--- src/rtl/specialist_pkg.sv ---
`default_nettype none
// ============================================================================
// Module   : specialist_pkg
// Purpose  : Shared types and constants for the Specialist RKS loader.
//            Holds the loader state encoding, the err code values reported
//            on rks_loader.err and the fixed RKS header length.
// Revision : 1.0  initial release
// ============================================================================
package specialist_pkg;

  // Loader states; explicit 3-bit encoding.
  typedef enum logic [2:0] {
    IDLE = 3'd0,
    HDR  = 3'd1,
    DATA = 3'd2,
    CSUM = 3'd3,
    DONE = 3'd4,
    ERR  = 3'd5
  } rks_state_t;

  // err output codes
  localparam logic [1:0] ERR_NONE  = 2'd0;  // no error
  localparam logic [1:0] ERR_RANGE = 2'd1;  // end < start, or ROM window hit
  localparam logic [1:0] ERR_TRUNC = 2'd2;  // load dropped before the file ended
  localparam logic [1:0] ERR_CSUM  = 2'd3;  // trailing checksum mismatch

  // start lo, start hi, end lo, end hi
  localparam logic [2:0] RKS_HDR_LEN = 3'd4;

endpackage : specialist_pkg
`default_nettype wire

--- src/rtl/rks_csum.sv ---
`default_nettype none
// ============================================================================
// Module   : rks_csum
// Purpose  : 16-bit RKS checksum accumulator (Specialist/RK convention).
//            Every byte but the last adds b*0x0101; the last byte adds only
//            into the low byte with no carry into the high byte.
// Ports    : clk_sys  in   system clock
//            reset    in   asynchronous, active-high
//            clear    in   zero the sum (takes priority over add)
//            add      in   accumulate din this cycle
//            last     in   din is the final payload byte
//            din      in   payload byte
//            sum      out  running checksum
// Revision : 1.0  initial release
// ============================================================================
module rks_csum (
  input  logic        clk_sys,
  input  logic        reset,
  input  logic        clear,
  input  logic        add,
  input  logic        last,
  input  logic [7:0]  din,
  output logic [15:0] sum
);

  logic [15:0] r_sum;

  always_ff @(posedge clk_sys or posedge reset) begin
    if (reset) begin
      r_sum <= '0;
    end else if (clear) begin
      r_sum <= '0;
    end else if (add) begin
      if (last) begin
        // Low byte only: the carry out of bit 7 is deliberately dropped.
        r_sum[7:0] <= r_sum[7:0] + din;
      end else begin
        r_sum <= r_sum + {din, din};
      end
    end
  end

  assign sum = r_sum;

endmodule : rks_csum
`default_nettype wire

--- src/rtl/rks_loader.sv ---
`default_nettype none
// ============================================================================
// Module   : rks_loader
// Purpose  : Parses an .RKS download stream (start, end, payload, checksum)
//            into CPU-address memory writes, verifies the trailing checksum
//            and reports the entry address for the post-load jump.
// Ports    : clk_sys    in   system clock
//            reset      in   asynchronous, active-high
//            load       in   RKS download active (level)
//            wr         in   ioctl byte strobe, foreign-domain level
//            din        in   ioctl byte, stable while wr is high
//            mem_we     out  one-cycle memory write pulse
//            mem_addr   out  CPU address of the current payload byte
//            mem_data   out  payload byte
//            busy       out  file being received
//            done       out  file accepted
//            err        out  error code (see specialist_pkg)
//            start_addr out  parsed start address
//            go         out  one-cycle pulse on successful completion
// Revision : 1.0  initial release
// ============================================================================
module rks_loader #(
  parameter logic [15:0] ROM_BASE    = 16'hC000,
  parameter bit          ROM_PROTECT = 1'b1
) (
  input  logic        clk_sys,
  input  logic        reset,
  input  logic        load,
  input  logic        wr,
  input  logic [7:0]  din,
  output logic        mem_we,
  output logic [15:0] mem_addr,
  output logic [7:0]  mem_data,
  output logic        busy,
  output logic        done,
  output logic [1:0]  err,
  output logic [15:0] start_addr,
  output logic        go
);
  import specialist_pkg::*;

  // wr synchroniser plus one history flop for edge detection
  logic r_wr_s1, r_wr_s2, r_wr_s3;
  logic w_byte;

  // r_load_d resets high so a load already asserted when reset releases
  // is not mistaken for a fresh rise.
  logic r_load_d;
  logic w_load_rise, w_load_fall;

  rks_state_t  r_state, w_state_nxt;
  logic [2:0]  r_idx, w_idx_nxt;
  logic [15:0] r_start, w_start_nxt;
  logic [7:0]  r_end_lo, w_end_lo_nxt;
  logic [15:0] r_addr, w_addr_nxt;
  logic [16:0] r_remaining, w_remaining_nxt;
  logic [7:0]  r_csum_lo, w_csum_lo_nxt;
  logic [1:0]  r_err, w_err_nxt;

  logic        w_csum_clr, w_csum_add, w_csum_last, w_data_stb;
  logic [15:0] w_sum, w_end, w_csum_rx;

  logic        r_we_pend, r_mem_we, r_go;
  logic [15:0] r_mem_addr;
  logic [7:0]  r_mem_data;

  always_ff @(posedge clk_sys or posedge reset) begin
    if (reset) begin
      r_wr_s1  <= 1'b0;
      r_wr_s2  <= 1'b0;
      r_wr_s3  <= 1'b0;
      r_load_d <= 1'b1;
    end else begin
      r_wr_s1  <= wr;
      r_wr_s2  <= r_wr_s1;
      r_wr_s3  <= r_wr_s2;
      r_load_d <= load;
    end
  end

  assign w_byte      = r_wr_s2 & ~r_wr_s3;
  assign w_load_rise = load & ~r_load_d;
  assign w_load_fall = ~load & r_load_d;
  assign w_end       = {din, r_end_lo};
  assign w_csum_rx   = {din, r_csum_lo};

  rks_csum u_csum (
    .clk_sys (clk_sys),
    .reset   (reset),
    .clear   (w_csum_clr),
    .add     (w_csum_add),
    .last    (w_csum_last),
    .din     (din),
    .sum     (w_sum)
  );

  // State register and all FSM-owned datapath registers
  always_ff @(posedge clk_sys or posedge reset) begin
    if (reset) begin
      r_state     <= IDLE;
      r_idx       <= '0;
      r_start     <= '0;
      r_end_lo    <= '0;
      r_addr      <= '0;
      r_remaining <= '0;
      r_csum_lo   <= '0;
      r_err       <= ERR_NONE;
    end else begin
      r_state     <= w_state_nxt;
      r_idx       <= w_idx_nxt;
      r_start     <= w_start_nxt;
      r_end_lo    <= w_end_lo_nxt;
      r_addr      <= w_addr_nxt;
      r_remaining <= w_remaining_nxt;
      r_csum_lo   <= w_csum_lo_nxt;
      r_err       <= w_err_nxt;
    end
  end

  always_comb begin
    w_state_nxt     = r_state;
    w_idx_nxt       = r_idx;
    w_start_nxt     = r_start;
    w_end_lo_nxt    = r_end_lo;
    w_addr_nxt      = r_addr;
    w_remaining_nxt = r_remaining;
    w_csum_lo_nxt   = r_csum_lo;
    w_err_nxt       = r_err;
    w_csum_clr      = 1'b0;
    w_csum_add      = 1'b0;
    w_csum_last     = 1'b0;
    w_data_stb      = 1'b0;

    if (w_load_rise) begin
      w_state_nxt = HDR;
      w_idx_nxt   = '0;
      w_err_nxt   = ERR_NONE;
      w_csum_clr  = 1'b1;
    end else begin
      case (r_state)
        HDR: begin
          if (w_byte) begin
            w_idx_nxt = r_idx + 3'd1;
            if (r_idx == RKS_HDR_LEN - 3'd1) begin
              if ((w_end < r_start) || (ROM_PROTECT && (w_end >= ROM_BASE))) begin
                w_state_nxt = ERR;
                w_err_nxt   = ERR_RANGE;
              end else begin
                w_state_nxt     = DATA;
                w_addr_nxt      = r_start;
                w_remaining_nxt = {1'b0, w_end} - {1'b0, r_start} + 17'd1;
              end
            end else begin
              case (r_idx[1:0])
                2'd0:    w_start_nxt[7:0]  = din;
                2'd1:    w_start_nxt[15:8] = din;
                default: w_end_lo_nxt      = din;
              endcase
            end
          end
        end
        DATA: begin
          if (w_byte) begin
            w_data_stb      = 1'b1;
            w_csum_add      = 1'b1;
            w_csum_last     = (r_remaining == 17'd1);
            w_addr_nxt      = r_addr + 16'd1;
            w_remaining_nxt = r_remaining - 17'd1;
            if (r_remaining == 17'd1) begin
              w_state_nxt = CSUM;
              w_idx_nxt   = '0;
            end
          end
        end
        CSUM: begin
          if (w_byte) begin
            if (r_idx == 3'd0) begin
              w_csum_lo_nxt = din;
              w_idx_nxt     = 3'd1;
            end else if (w_csum_rx == w_sum) begin
              w_state_nxt = DONE;
            end else begin
              w_state_nxt = ERR;
              w_err_nxt   = ERR_CSUM;
            end
          end
        end
        default: ;
      endcase

      // The byte of this cycle is already folded in above; a fall only
      // aborts if that byte did not itself finish the file.
      if (w_load_fall &&
          ((w_state_nxt == HDR) || (w_state_nxt == DATA) || (w_state_nxt == CSUM))) begin
        w_state_nxt = ERR;
        w_err_nxt   = ERR_TRUNC;
      end
    end
  end

  // Write pipeline: address/data latched on the byte cycle, pulse one later.
  always_ff @(posedge clk_sys or posedge reset) begin
    if (reset) begin
      r_we_pend  <= 1'b0;
      r_mem_we   <= 1'b0;
      r_mem_addr <= '0;
      r_mem_data <= '0;
      r_go       <= 1'b0;
    end else begin
      r_we_pend <= w_data_stb;
      r_mem_we  <= r_we_pend;
      if (w_data_stb) begin
        r_mem_addr <= r_addr;
        r_mem_data <= din;
      end
      r_go <= (w_state_nxt == DONE) && (r_state != DONE);
    end
  end

  assign mem_we     = r_mem_we;
  assign mem_addr   = r_mem_addr;
  assign mem_data   = r_mem_data;
  assign busy       = (r_state == HDR) || (r_state == DATA) || (r_state == CSUM);
  assign done       = (r_state == DONE);
  assign err        = r_err;
  assign start_addr = r_start;
  assign go         = r_go;

endmodule : rks_loader
`default_nettype wire

--- config.mk ---
export PLATFORM = sky130hd
export DESIGN_NAME = rks_loader
export DESIGN_NICKNAME = d
export VERILOG_FILES = /design/src/rtl/specialist_pkg.sv /design/src/rtl/rks_csum.sv /design/src/rtl/rks_loader.sv
export SDC_FILE = /design/constraint.sdc
export NUM_CORES = 1
export LEC_CHECK = 0
export CORE_MARGIN = 2
export CORE_UTILIZATION = 55
export DETAILED_ROUTE_END_ITERATION = 16
export PLACE_DENSITY_LB_ADDON = 0.15
export SLEW_MARGIN = 20
export SYNTH_ARGS = -nofsm -noshare
export SYNTH_HDL_FRONTEND = slang
export SYNTH_HIERARCHICAL = 1
export SYNTH_SLANG_ARGS = --single-unit
--- constraint.sdc ---
create_clock -name clk_sys -period 9.77 [get_ports clk_sys]
set_clock_uncertainty 0.1 [all_clocks]
set_input_delay 1.4655 -clock clk_sys [delete_from_list [all_inputs] [get_ports clk_sys]]
set_output_delay 1.4655 -clock clk_sys [all_outputs]
set_load 0.005 [all_outputs]
; Word level (Yosys, flattened, before mapping)
; Cells that the tools add are included.
; Widths: inputs -> output; s select.
[word_totals]
word_cells = 138
out_inout_bits = 46
regBits = 120
in_bits = 12
[op_classes]
add_sub_neg = 7
n_mux = 49
n_reduce_logical = 22
bitwise_logic = 9
n_eq_ne = 29
n_lt_le_gt_ge = 2
[ops]
columns = cell, n
row1 = $mux 16, 6
row2 = $mux 17, 4
row3 = $mux 3, 16
row4 = $pmux 17 s2, 1
row5 = $pmux 16 s2, 1
row6 = $ne 4x4->1 const B, 6
row7 = $ne 3x3->1 const B, 6
row8 = $pmux 3 s3, 2
row9 = $add 17x1->17 const B, 1
row10 = $eq 17x1->1 const B, 1
row11 = $sub 16x16->17, 1
row12 = $sub 17x1->17 const B, 1
row13 = $add 16x1->16 const B, 1
row14 = $add 16x16->16, 1
row15 = $eq 16x16->1, 1
row16 = $ge 16x16->1 const B, 1
row17 = $lt 16x16->1, 1
row18 = $mux 2, 8
row19 = $mux 8, 2
row20 = $eq 3x2->1 const B, 5
row21 = $reduce_and 5->1, 3
row22 = $reduce_and 6->1, 2
row23 = $add 8x8->8, 1
row24 = $mux 1, 8
row25 = 19 further kinds, 38

; Longest topological paths before layout
[logic_depth]
depth_word = 15
mapped_depth = 13
depth_no_buf = 13

; By module
; Netlist, hierarchy kept.
[modules_own_cells]
columns = mod, area_per_inst_um2, cells_per_inst, n_inst
row1 = rks_loader, 6227.2, 678, 1
row2 = rks_csum, 1393.8, 157, 1

; Worst setup path before layout
; No wires, ideal clock.
[synth_path]
path_kind = input to register
start = in din[6]
end = reg r_state[0]
t_arrival_ns = 3.691
setup_ns = 0.139
setup_slack_ns = 5.840
cell_stages = 9
cell_sequence = ha_1 -> fa_1 -> a311oi_1 -> o211ai_1 -> a21o_1 -> a32o_1 -> nor4_2 -> o31ai_2 -> or4_1
[synth_between]
elab_chain_len = 13
elab_cells_between_ends = 20
classes_between = order compare: 2 / eq/ne: 4 / mux: 10 / reduce/logical: 4
[synth_lines]
columns = item, line
row1 = from (decl), rks_loader.sv:30  ; input logic [7:0] din,
row2 = $lt 16x16->1 / $ge 16x16->1 (equally long branches), rks_loader.sv:145  ; if ((w_end < r_start) || (ROM_PROTECT && (w_end >= ROM_BASE))) begin
row3 = $logic_or 1x1->1, rks_loader.sv:145
row4 = $mux 3, rks_loader.sv:145
row5 = $mux 3, rks_loader.sv:144  ; if (r_idx == RKS_HDR_LEN - 3'd1) begin
row6 = $mux 3, rks_loader.sv:142  ; if (w_byte) begin
row7 = $pmux 3 s3 *, rks_loader.sv:140  ; case (r_state)
row8 = $mux 3 *, rks_loader.sv:134  ; if (w_load_rise) begin
row9 = $eq 3x1->1 / $eq 3x2->1 (equally long branches), rks_loader.sv:194  ; ((w_state_nxt == HDR) || (w_state_nxt == DATA) || (w_state_nxt == CSUM))) begin
row10 = $logic_or 1x1->1 (2 in series), rks_loader.sv:194
row11 = $logic_and 1x1->1, rks_loader.sv:193  ; if (w_load_fall &&
row12 = $mux 3 *, rks_loader.sv:193
row13 = $mux 3 *, rks_loader.sv:134
row14 = named net w_state_nxt[0], rks_loader.sv:51  ; rks_state_t r_state, w_state_nxt;
row15 = to (signal assigned), rks_loader.sv:109  ; r_state <= w_state_nxt;
row16 = to (decl), rks_loader.sv:51
; Mark *: on every way through the listed nets, which the timed path passes. The rest lies on a longest branch. The select of a mux whose other input is x is not followed.
; A chain may end at the register's enable or synchronous reset.

; Final worst setup path
[layout_path]
start = in load
end = reg r_addr[0]
[layout_between]
elab_chain_len = 3
[layout_lines]
columns = item, line
row1 = from (decl), rks_loader.sv:28  ; input logic load,
row2 = $and 1x1->1, rks_loader.sv:82  ; assign w_load_rise = load & ~r_load_d;
row3 = $not 1->1 (no source line), --
row4 = $reduce_and 6->1 (no source line), --
row5 = to (signal assigned), rks_loader.sv:113  ; r_addr <= w_addr_nxt;
row6 = to (decl), rks_loader.sv:55  ; logic [15:0] r_addr, w_addr_nxt;
; Every way passes these cells.

==> flow_metrics.py <==
metrics = {
    "sta": {
        "tightest_slew_ps": 1040,
        "max_freq_mhz": 196,
        "setup_tns_ps": 0,
        "setup_viol": 0,
        "min_period_ps": 5110,
        "slew_headroom_pct": 30.4,
        "post-route-period-util_pct": 52.3,
        "slew_violations": 0,
        "finalHoldViolCount": 0,
        "rsz0062_at_grt": "no",
        "setup_slack_ps": 4660,
    },
    "critical_path": {
        "worst-path-max-fanout": 29,
        "cp_slowest_stage_delay_ps": 790,
        "r2r-start": "r_load_d",
        "cp-end-kind": "flop",
        "worstPathRequired_ps": 10000,
        "crit_type": "in2reg",
        "cp-start-kind": "input port",
        "r2r-end": "r_addr[0]",
        "cpMaxStageDelayCell": "nand2_1",
        "reg2reg_depth": 10,
        "worstPathArrival_ps": 5340,
        "r2r_slack_ps": 5790,
        "crit_chain": "clkdlybuf4s50_1 > nand2b_1 > inv_1 > nor2_1 > nand2_1 > clkinv_1 > buf_4 > nor2_1 > buf_4 > nor3_1 > a211oi_1",
    },
    "floorplan": {
        "dieArea_um2": 14800,
        "io_pins": 58,
        "core_area_um2": 13700,
        "die_x_um": 122,
        "die_y_um": 122,
        "rows": 43,
        "initial_core_util_pct": 55.5,
    },
    "worst_hold_path": {
        "hold_depth": 0,
        "holdPathEnd": "r_wr_s2",
        "hold_class": "reg2reg",
        "hold_start": "r_wr_s1",
    },
    "yosys": {
        "syn-cell-area_um2": 7620,
        "synth_async_sr_flop_share_pct": 100,
        "synth_flop_cell": "dfrtp_1",
        "syn_inst": 835,
        "synth.avg_cell_area_um2": 9.13,
        "synth_seq_cells": 120,
        "seq_area_frac_synth_pct": 39.4,
        "syn_nets": 911,
        "synth_edf_count": 0,
        "ys_types": 76,
        "yosys_warnings": 6,
    },
    "clock_network": {
        "ctsResizeCount": 0,
        "cts-buffers-inserted": 17,
        "clk_latency_ps": 420,
        "cts_hold_buf": 0,
        "cts_tree": "yes",
        "cts.sinks": 120,
        "ctsLongestPathBuffers": 2,
        "cts_max_level": 4,
        "path_clk_slew_ps": 60,
        "cts-root-buf": "clkbuf_16",
        "cts_setup_buffers": 0,
    },
    "placement": {
        "io_buffer_count": 57,
        "dp_hpwl_um": 14400,
        "place_area_um2": 8370,
        "gp_congestion": 0.900,
        "preCtsSetupSlack_ps": 4250,
        "dp_cells": 1054,
    },
    "final_layout": {
        "syn2layout_area_growth_pct": 17.6,
        "nets": 969,
        "stdcell_area_um2": 8960,
        "drive_gt1_share_pct": 9.82,
        "seqCellArea_um2": 3000,
        "multi_input_area_um2": 4360,
        "layout_common_cells": "nand2_1, dfrtp_1, nor2_1, o21ai_0, clkdlybuf4s50_1",
        "diodes": 0,
        "fillers": 1131,
        "finalNonFillerCells": 1086,
    },
    "power_and_ir_drop": {
        "p_leak_nw": 4.10,
        "pwr_density_cell_nw_per_um2": 228,
        "peakVddDrop_v": 0.000150,
        "totalPowerFinal_mw": 2.04,
    },
    "routing": {
        "drc_errors": 0,
        "drt_pass1_iterations": 6,
        "via_per_inst": 6.00,
        "drt_iter0_drc": 583,
        "post_drt_wl_per_cell_um": 18.4,
        "vias": 6512,
        "antenna_left": 0,
        "wl_um": 19900,
    },
    "global_routing": {
        "grt_start_max_net_pins": 73,
        "grt_pass1_vias": 6316,
        "globalRoute.totalOverflow": 0,
        "antenna_found_initial": 0,
        "grt_first_pass_wirelength_um": 32000,
        "track_usage_pct": 27.9,
    },
    "job": {
        "maxCapViolations": 0,
    },
    "run_status": {
        "outcome": "completed",
    },
}
-- cell usage after synthesis, drive strengths merged, types with 13 or more instances --
cell type | count | share of area, %
o21ai | 71 | 4.7
dfrtp | 119 | 39
nor2 | 66 | 3.3
ha | 55 | 9.0
nor3 | 13 | 0.92
xnor2 | 30 | 3.4
a21oi | 55 | 3.8
inv | 45 | 2.2
nand2 | 121 | 6.0
a21o | 13 | 1.3
nand3 | 25 | 1.6
clkbuf | 19 | 0.94
a31oi | 13 | 1.1
mux2 | 29 | 4.3
-- kinds of logic (layout without fill, tap and decap cells) --
family                     count (synthesis)  count (layout)  share of synthesized area [%]
buffers and inverters                     70             141                           3.48
AOI/OAI and AO/OA                        212             212                           17.4
adders and majority gates                 64              64                           11.4
DFF                                      120             120                           39.4
muxes                                     38              38                           5.47
xor gates and xnor gates                  37              37                           4.25
and+or+nand+nor                          294             294                           18.6
-- worst max-delay path: cells and delay by family --
family	cells	cell delay, ps
buffers and inverters	5	1770
AND/OR/NAND/NOR	5	1920
AO/OA/AOI/OAI	1	160
-- per-layer routing --
layer  vias to the layer above  global-route usage [%]  routed length (um)
met2                       193                    49.3               10400
li1                       3088                       -                   -
met3                        35                    4.68                 815
met4                         0                    9.55                 353
met1                      3196                    34.5                8360
met5                         -                       0                   0
-- per-stage QoR --
stage	hold WS (ps)	utilization, %
3_5_place_dp	239	61.0
2_1_floorplan	231	-
3_3_place_gp	234	61.0
5_1_grt	268	65.3
4_1_cts	258	65.3
6_report	251	65.3
-- cell type report --
type	count	share of cell area, %
Clock inverter	10	1.34
Sequential cell	120	33.5
Inverter	46	1.95
Clock buffer	22	5.18
Timing Repair Buffer	63	6.87
Multi-Input combinational cell	645	48.6
Tap cell	180	2.51
-- worst max path at each step --
stage                     depth (start not counted)  slack, ps   endpoint   from
after floorplan                                   1       5470     err[0]  reset
after CTS                                        11       4680  r_addr[0]   load
after global routing                             11       4180  r_addr[0]   load
final                                            11       4660  r_addr[0]   load
after global placement                           11       4370  r_addr[0]   load
after detailed placement                         11       4250  r_addr[0]   load
-- registers in the layout, summed over array words and instances, names as in the netlist --
| name | flops |
|---|---|
| r_wr_s3 | 1 |
| mem_addr | 16 |
| mem_data | 8 |
| err | 2 |
| r_csum_lo | 8 |
| r_we_pend | 1 |
| r_remaining | 17 |
| r_wr_s2 | 1 |
| r_addr | 16 |
| r_wr_s1 | 1 |
| r_load_d | 1 |
| start_addr | 16 |
| r_state | 3 |
| mem_we | 1 |
| r_idx | 3 |
| r_end_lo | 8 |
| go | 1 |
| u_csum/sum | 16 |
-- power by group --
part | leakage [nW] | total, mW | internal [mW] | switching [mW]
clock network | 0.281 | 0.622 | 0.390 | 0.233
registers | 1.60 | 0.636 | 0.555 | 0.0811
logic | 2.21 | 0.783 | 0.367 | 0.416
total | 4.10 | 2.04 | 1.31 | 0.729
Note: power is estimated with default switching activity, not from simulation.
